<file path="config.mk">
export PLATFORM = sky130hd
export DESIGN_NAME = r22sdf_frame_ctrl_flat
export DESIGN_NICKNAME = d
export VERILOG_FILES = /design/src/rtl/r22sdf_frame_ctrl_if.sv /design/src/rtl/r22sdf_frame_ctrl.sv /design/src/flat_wrapper.sv
export SDC_FILE = /design/constraint.sdc
export NUM_CORES = 1
export LEC_CHECK = 0
export ABC_AREA = 1
export CAP_MARGIN = 15
export CELL_PAD_IN_SITES_DETAIL_PLACEMENT = 0
export CELL_PAD_IN_SITES_GLOBAL_PLACEMENT = 1
export CORE_MARGIN = 4
export CORE_UTILIZATION = 26
export CTS_BUF_LIST = sky130_fd_sc_hd__clkbuf_16
export DETAILED_ROUTE_END_ITERATION = 12
export PLACE_DENSITY = 0.95
export SKIP_CTS_REPAIR_TIMING = 1
export SYNTH_ARGS = -nofsm -noshare
export SYNTH_HDL_FRONTEND = slang
export SYNTH_SLANG_ARGS = --single-unit
export TNS_END_PERCENT = 5
</file>
<file path="constraint.sdc">
create_clock -name sys_clk -period 4.7 [get_ports sys_clk]
set_clock_uncertainty 0.05 [all_clocks]
set_input_delay 0.705 -clock sys_clk [delete_from_list [all_inputs] [get_ports sys_clk]]
set_output_delay 0.705 -clock sys_clk [all_outputs]
set_load 0.1 [all_outputs]
</file>
<file path="src/rtl/r22sdf_frame_ctrl_if.sv">
// Signal bundle between the R2²SDF frame sequencer, its sample source/sink and the FFT core.
// master = sequencer side, slave = environment side (source, sink and core).
interface r22sdf_frame_ctrl_if #(
  parameter int DATA_RES = 16,
  parameter int LOG2_LEN = 6
);
  // Valid/ready: a sample moves only on a cycle with s_valid & s_ready. The source holds
  // s_din/s_last stable while s_valid is high. s_ready never depends on s_valid.
  // The m_* side has no backpressure: m_valid marks a live bin.
  logic                fft_rdy;
  logic                s_valid;
  logic                s_ready;
  logic                s_last;
  logic [DATA_RES-1:0] s_din_r;
  logic [DATA_RES-1:0] s_din_i;
  logic                fft_en;
  logic [DATA_RES-1:0] fft_din_r;
  logic [DATA_RES-1:0] fft_din_i;
  logic [DATA_RES-1:0] fft_dout_r;
  logic [DATA_RES-1:0] fft_dout_i;
  logic                m_valid;
  logic                m_sop;
  logic                m_eop;
  logic [LOG2_LEN-1:0] m_bin;
  logic [DATA_RES-1:0] m_dout_r;
  logic [DATA_RES-1:0] m_dout_i;
  logic                busy;
  logic                frame_err;
  // Debug view of the sequencer state: 0 WAIT_RDY, 1 IDLE, 2 RUN, 3 FLUSH.
  logic [1:0]          dbg_state;

  modport master (
    input  fft_rdy, s_valid, s_last, s_din_r, s_din_i, fft_dout_r, fft_dout_i,
    output s_ready, fft_en, fft_din_r, fft_din_i, m_valid, m_sop, m_eop, m_bin,
           m_dout_r, m_dout_i, busy, frame_err, dbg_state
  );

  modport slave (
    output fft_rdy, s_valid, s_last, s_din_r, s_din_i, fft_dout_r, fft_dout_i,
    input  s_ready, fft_en, fft_din_r, fft_din_i, m_valid, m_sop, m_eop, m_bin,
           m_dout_r, m_dout_i, busy, frame_err, dbg_state
  );
endinterface

</file>
<file path="src/rtl/r22sdf_frame_ctrl.sv">
// Frame sequencer for the 64-point R2²SDF FFT core: gates the core enable, zero-flushes
// after the last frame and tags each core output with valid/sop/eop and its natural-order bin.
module r22sdf_frame_ctrl #(
  parameter int DATA_RES = 16,
  parameter int FFT_LEN  = 64,
  parameter int LOG2_LEN = 6,
  parameter int PIPE_LAT = 79
) (
  input logic                 sys_clk,
  input logic                 sys_rst,
  r22sdf_frame_ctrl_if.master bus
);
  localparam int FILL_W  = $clog2(PIPE_LAT + 1);
  localparam int OUTST_W = $clog2(PIPE_LAT + FFT_LEN + 1);

  localparam logic [1:0] ST_WAIT_RDY = 2'd0;
  localparam logic [1:0] ST_IDLE     = 2'd1;
  localparam logic [1:0] ST_RUN      = 2'd2;
  localparam logic [1:0] ST_FLUSH    = 2'd3;

  localparam logic [LOG2_LEN-1:0] LAST_IDX = LOG2_LEN'(FFT_LEN - 1);
  localparam logic [FILL_W-1:0]   FILL_MAX = FILL_W'(PIPE_LAT);

  logic [1:0]          state_q,     state_d;
  logic [LOG2_LEN-1:0] in_cnt_q,    in_cnt_d;
  logic [LOG2_LEN-1:0] out_cnt_q,   out_cnt_d;
  logic [FILL_W-1:0]   fill_q,      fill_d;
  logic [OUTST_W-1:0]  outst_q,     outst_d;
  logic                frame_err_q, frame_err_d;

  logic                in_phase;
  logic                accept;
  logic                en;
  logic                mval;
  logic [LOG2_LEN-1:0] bin_rev;

  always_comb begin
    // Losing fft_rdy after start-up freezes everything: no enable, no accept, no counting.
    in_phase = (state_q == ST_IDLE) || (state_q == ST_RUN);
    accept   = bus.fft_rdy & in_phase & bus.s_valid;
    en       = bus.fft_rdy & ((in_phase & bus.s_valid) | (state_q == ST_FLUSH));
    // fill tells us when the core's first real sample reaches its output.
    mval     = en & (fill_q >= FILL_MAX) & (outst_q != '0);

    state_d     = state_q;
    in_cnt_d    = in_cnt_q;
    out_cnt_d   = out_cnt_q;
    fill_d      = fill_q;
    outst_d     = outst_q + OUTST_W'(accept) - OUTST_W'(mval);
    frame_err_d = frame_err_q;

    if (accept) in_cnt_d = in_cnt_q + LOG2_LEN'(1);
    if (mval) out_cnt_d = out_cnt_q + LOG2_LEN'(1);
    if (en && (fill_q < FILL_MAX)) fill_d = fill_q + FILL_W'(1);
    if (accept && (bus.s_last != (in_cnt_q == LAST_IDX))) frame_err_d = 1'b1;

    case (state_q)
      ST_WAIT_RDY: if (bus.fft_rdy) state_d = ST_IDLE;
      ST_IDLE:     if (accept) state_d = ST_RUN;
      ST_RUN: begin
        // Only a gap exactly on a frame boundary starts the flush; mid-frame gaps just stall.
        if (bus.fft_rdy && (in_cnt_q == '0) && !bus.s_valid && (outst_q != '0))
          state_d = ST_FLUSH;
      end
      ST_FLUSH: begin
        if (mval && (outst_q == OUTST_W'(1))) begin
          state_d = ST_IDLE;
          fill_d  = '0;
        end
      end
      default: state_d = ST_WAIT_RDY;
    endcase
  end

  always_comb begin
    bin_rev = '0;
    for (int k = 0; k < LOG2_LEN; k++) bin_rev[k] = out_cnt_q[LOG2_LEN-1-k];
  end

  always_ff @(posedge sys_clk) begin
    if (sys_rst) begin
      state_q     <= ST_WAIT_RDY;
      in_cnt_q    <= '0;
      out_cnt_q   <= '0;
      fill_q      <= '0;
      outst_q     <= '0;
      frame_err_q <= 1'b0;
    end else begin
      state_q     <= state_d;
      in_cnt_q    <= in_cnt_d;
      out_cnt_q   <= out_cnt_d;
      fill_q      <= fill_d;
      outst_q     <= outst_d;
      frame_err_q <= frame_err_d;
    end
  end

  assign bus.s_ready   = bus.fft_rdy & in_phase;
  assign bus.fft_en    = en;
  assign bus.fft_din_r = (state_q == ST_FLUSH) ? '0 : bus.s_din_r;
  assign bus.fft_din_i = (state_q == ST_FLUSH) ? '0 : bus.s_din_i;
  assign bus.m_valid   = mval;
  assign bus.m_sop     = mval & (out_cnt_q == '0);
  assign bus.m_eop     = mval & (out_cnt_q == LAST_IDX);
  assign bus.m_bin     = bin_rev;
  assign bus.m_dout_r  = bus.fft_dout_r;
  assign bus.m_dout_i  = bus.fft_dout_i;
  assign bus.busy      = (state_q == ST_RUN) || (state_q == ST_FLUSH);
  assign bus.frame_err = frame_err_q;
  assign bus.dbg_state = state_q;
endmodule

</file>
<file path="src/flat_wrapper.sv">
// flat-port wrapper written by rule: the top's interface ports become plain ports
module r22sdf_frame_ctrl_flat 
#(
  parameter int DATA_RES = 16,
  parameter int FFT_LEN  = 64,
  parameter int LOG2_LEN = 6,
  parameter int PIPE_LAT = 79
)
  (sys_clk, sys_rst, bus_fft_rdy, bus_s_valid, bus_s_last, bus_s_din_r, bus_s_din_i, bus_fft_dout_r, bus_fft_dout_i, bus_s_ready, bus_fft_en, bus_fft_din_r, bus_fft_din_i, bus_m_valid, bus_m_sop, bus_m_eop, bus_m_bin, bus_m_dout_r, bus_m_dout_i, bus_busy, bus_frame_err, bus_dbg_state);
  r22sdf_frame_ctrl_if #(.DATA_RES(DATA_RES), .LOG2_LEN(LOG2_LEN)) bus_i ();
  input logic sys_clk;
  input logic sys_rst;
  input wire logic [$bits(bus_i.fft_rdy)-1:0] bus_fft_rdy;
  input wire logic [$bits(bus_i.s_valid)-1:0] bus_s_valid;
  input wire logic [$bits(bus_i.s_last)-1:0] bus_s_last;
  input wire logic [$bits(bus_i.s_din_r)-1:0] bus_s_din_r;
  input wire logic [$bits(bus_i.s_din_i)-1:0] bus_s_din_i;
  input wire logic [$bits(bus_i.fft_dout_r)-1:0] bus_fft_dout_r;
  input wire logic [$bits(bus_i.fft_dout_i)-1:0] bus_fft_dout_i;
  output wire logic [$bits(bus_i.s_ready)-1:0] bus_s_ready;
  output wire logic [$bits(bus_i.fft_en)-1:0] bus_fft_en;
  output wire logic [$bits(bus_i.fft_din_r)-1:0] bus_fft_din_r;
  output wire logic [$bits(bus_i.fft_din_i)-1:0] bus_fft_din_i;
  output wire logic [$bits(bus_i.m_valid)-1:0] bus_m_valid;
  output wire logic [$bits(bus_i.m_sop)-1:0] bus_m_sop;
  output wire logic [$bits(bus_i.m_eop)-1:0] bus_m_eop;
  output wire logic [$bits(bus_i.m_bin)-1:0] bus_m_bin;
  output wire logic [$bits(bus_i.m_dout_r)-1:0] bus_m_dout_r;
  output wire logic [$bits(bus_i.m_dout_i)-1:0] bus_m_dout_i;
  output wire logic [$bits(bus_i.busy)-1:0] bus_busy;
  output wire logic [$bits(bus_i.frame_err)-1:0] bus_frame_err;
  output wire logic [$bits(bus_i.dbg_state)-1:0] bus_dbg_state;
  assign bus_i.fft_rdy = bus_fft_rdy;
  assign bus_i.s_valid = bus_s_valid;
  assign bus_i.s_last = bus_s_last;
  assign bus_i.s_din_r = bus_s_din_r;
  assign bus_i.s_din_i = bus_s_din_i;
  assign bus_i.fft_dout_r = bus_fft_dout_r;
  assign bus_i.fft_dout_i = bus_fft_dout_i;
  assign bus_s_ready = bus_i.s_ready;
  assign bus_fft_en = bus_i.fft_en;
  assign bus_fft_din_r = bus_i.fft_din_r;
  assign bus_fft_din_i = bus_i.fft_din_i;
  assign bus_m_valid = bus_i.m_valid;
  assign bus_m_sop = bus_i.m_sop;
  assign bus_m_eop = bus_i.m_eop;
  assign bus_m_bin = bus_i.m_bin;
  assign bus_m_dout_r = bus_i.m_dout_r;
  assign bus_m_dout_i = bus_i.m_dout_i;
  assign bus_busy = bus_i.busy;
  assign bus_frame_err = bus_i.frame_err;
  assign bus_dbg_state = bus_i.dbg_state;
  r22sdf_frame_ctrl #(.DATA_RES(DATA_RES), .FFT_LEN(FFT_LEN), .LOG2_LEN(LOG2_LEN), .PIPE_LAT(PIPE_LAT)) u_core (.sys_clk(sys_clk), .sys_rst(sys_rst), .bus(bus_i));
endmodule
</file>
==> flow_summary.yaml <==
run_status:
  status: "finished clean"
clock_tree:
  clk_latency_ps: 270
  cts.sinks: 30
  clkTransAtPathRegs_ps: 50
  h-tree-depth: 2
  cts_buffers: 5
  root_buffer: "clkbuf_16"
  cts.path.max_buffers: 2
  cts_tree: "done"
yosys:
  yosysUniqueCellTypes: 32
  synth_top_cell_by_area: "dfxtp_1"
  syn_nets: 446
  synth_area_per_cell_sq_um: 6.57
  async_reset_ff_share_pct: 0
  syn_area_sq_mm: 0.00234
  dominantRegCellSynth: "dfxtp_1"
  seq_area_frac_synth_pct: 25.7
  synthCells: 356
  ys_ff_latch: 30
  yosysWarningCount: 0
  synth_area_leaders: "dfxtp_1 (26%), inv_1 (12%), ha_1 (11%), buf_4 (11%), nor2_1 (9.8%)"
  yosys.area.top_type_share_pct: 25.7
  synth_edf_count: 0
sta:
  drv_slew: 0
  hold_violations: 0
  fin_crit_ps: 3330
  rsz0062_at_grt: "false"
  setup_violations: 0
  finalCritPeriodShare_pct: 70.8
  fmax_mhz: 301
  setup_tns_ps: 0
  timing.slew.headroom_pct: 33.3
  tightest_slew_ps: 998
worst_setup_path:
  cp_slowest_stage_delay_ps: 1120
  worstPathRequired_ps: 3940
  crit_family: "buffers and inverters"
  crit_start: "bus_fft_rdy"
  critPathMaxFanout: 5
  timing.rr.start: "u_core.bus.dbg_state[0]"
  critPathArrivalTime_ps: 2570
  path_cells: "clkdlybuf4s50_1, nand2_2, inv_1, clkdlybuf4s50_1"
  critPathLaunchType: "input port"
  cpMostUsedCell: "clkdlybuf4s50_1"
  critical_path_class: "input port to primary output"
  cpMaxStageDelayCell: "clkdlybuf4s50_1"
  crit_buf_inv: 3
  critPathCaptureType: "primary output"
route:
  viasPerCell: 4.23
  ant_nets: 0
  num_vias: 2185
  drt-initial-drc-count: 113
  wire_per_inst_um: 11.3
  finalWirelength_mm: 5.84
  drc: 0
  dr.pass1.iters: 4
floorplan:
  rows: 34
  pin_count: 148
  core_sq_mm: 0.00872
  start_util_pct: 26.8
  die-area_sq_mm: 0.0106
  die-height_um: 103
  die_x_um: 103
global_route:
  grt_usage_pct: 10.8
  overflow: 0
  grt_pass1_wl_mm: 9.17
  antenna_found_initial: 0
  grt_pass1_vias: 2018
  grt_max_degree: 33
final_layout:
  layout_common_cells: "inv_1 (78), clkdlybuf4s50_1 (78), nor2_1 (61), nand2_1 (34), dfxtp_1 (30)"
  antenna_cells: 0
  synthToLayoutAreaGrowth_pct: 35.0
  nets: 498
  postLayoutCoreUtil_pct: 36.2
  drive_gt1_share_pct: 6.60
  fill_cells: 898
min_path:
  hp-start: "u_core.bus.frame_err"
  hp-class: "flip-flop to flip-flop"
placement:
  dp_hpwl_mm: 4.78
  gp_congestion: 0.837
  io_buffers: 83
pwr:
  cellPowerDensity_mw_per_mm2: 486
  peakVddDrop_uv: 287
  p_total_uw: 1540
  leakagePower_uw: 0.00146
run:
  max_cap_viol_count: 0
-- where the power goes --
group | internal [uW] | switching, uW | total, uW
Sequential | 290 | 24.2 | 315
Combinational | 247 | 678 | 926
Clock | 190 | 106 | 296
-- path summary, 6_finish.rpt --
kind                     endpoint  slack, ps  cells after the start
max                   bus_s_ready       1370                      4
min reg2reg  u_core.bus.frame_err        400                      2
min          u_core.bus.frame_err        400                      2
max reg2reg     u_core.outst_q[4]       1590                     18
-- cells in the mapped netlist, types with 5 or more instances --
library cell  instances
a21oi_1              21
buf_4                33
dfxtp_1              30
ha_1                 20
inv_1                77
nand2_1              34
nand3_1              17
nand4_1               5
nor2_1               61
o21ai_0              17
-- sequential cells by signal, summed over array words and instances (netlist names) --
register and flops:
u_core.outst_q 8, u_core.fill_q 7, u_core.in_cnt_q 6, u_core.out_cnt_q 6
u_core.bus.dbg_state 2, u_core.bus.frame_err 1
-- final cells by class --
cell class | instances | area, sq um | area share, %
Inverter | 81 | 304 | 9.63
Timing Repair Buffer | 84 | 826 | 26.1
Clock inverter | 3 | 12.5 | 0.396
Clock buffer | 5 | 125 | 3.96
Tap cell | 108 | 135 | 4.28
Multi-Input combinational cell | 206 | 1150 | 36.6
Sequential cell | 30 | 601 | 19.0
-- cell families after synthesis --
group / after synthesis / synth area share, %
adder cells (fa/ha/maj): 21 / 11.6
XOR/XNOR: 5 / 1.87
AND/OR/NAND/NOR: 133 / 25.2
buffers and inverters: 120 / 24.9
AO/OA/AOI/OAI: 47 / 10.8
flip-flops: 30 / 25.7
-- metal layers --
metal  share of wire (%)  wire, um  up-vias  GRT usage (%)
li1                    -         -     1158              -
met3                 3.7       218       13           2.57
met2                  50      2900       45           17.3
met5                   0         0        -              0
met4                 1.9       112        0           4.68
met1                  45      2600      969           13.9
-- tightest hold or removal path, cell delays in order (launching register included) --
cell     delay, ps
dfxtp_1        300
inv_1           50
a21oi_1         50
-- metrics by stage --
stage	setup slack, ps	area [sq um]	hold slack (ps)	std cells
finish	1370	3160	398	517
global placement	1300	3020	396	509
detailed placement	1220	3020	399	509
CTS	1380	3160	406	517
floorplan	274	2340	405	356
global route	1190	3160	429	517
Note: power is estimated with default switching activity, not from simulation.
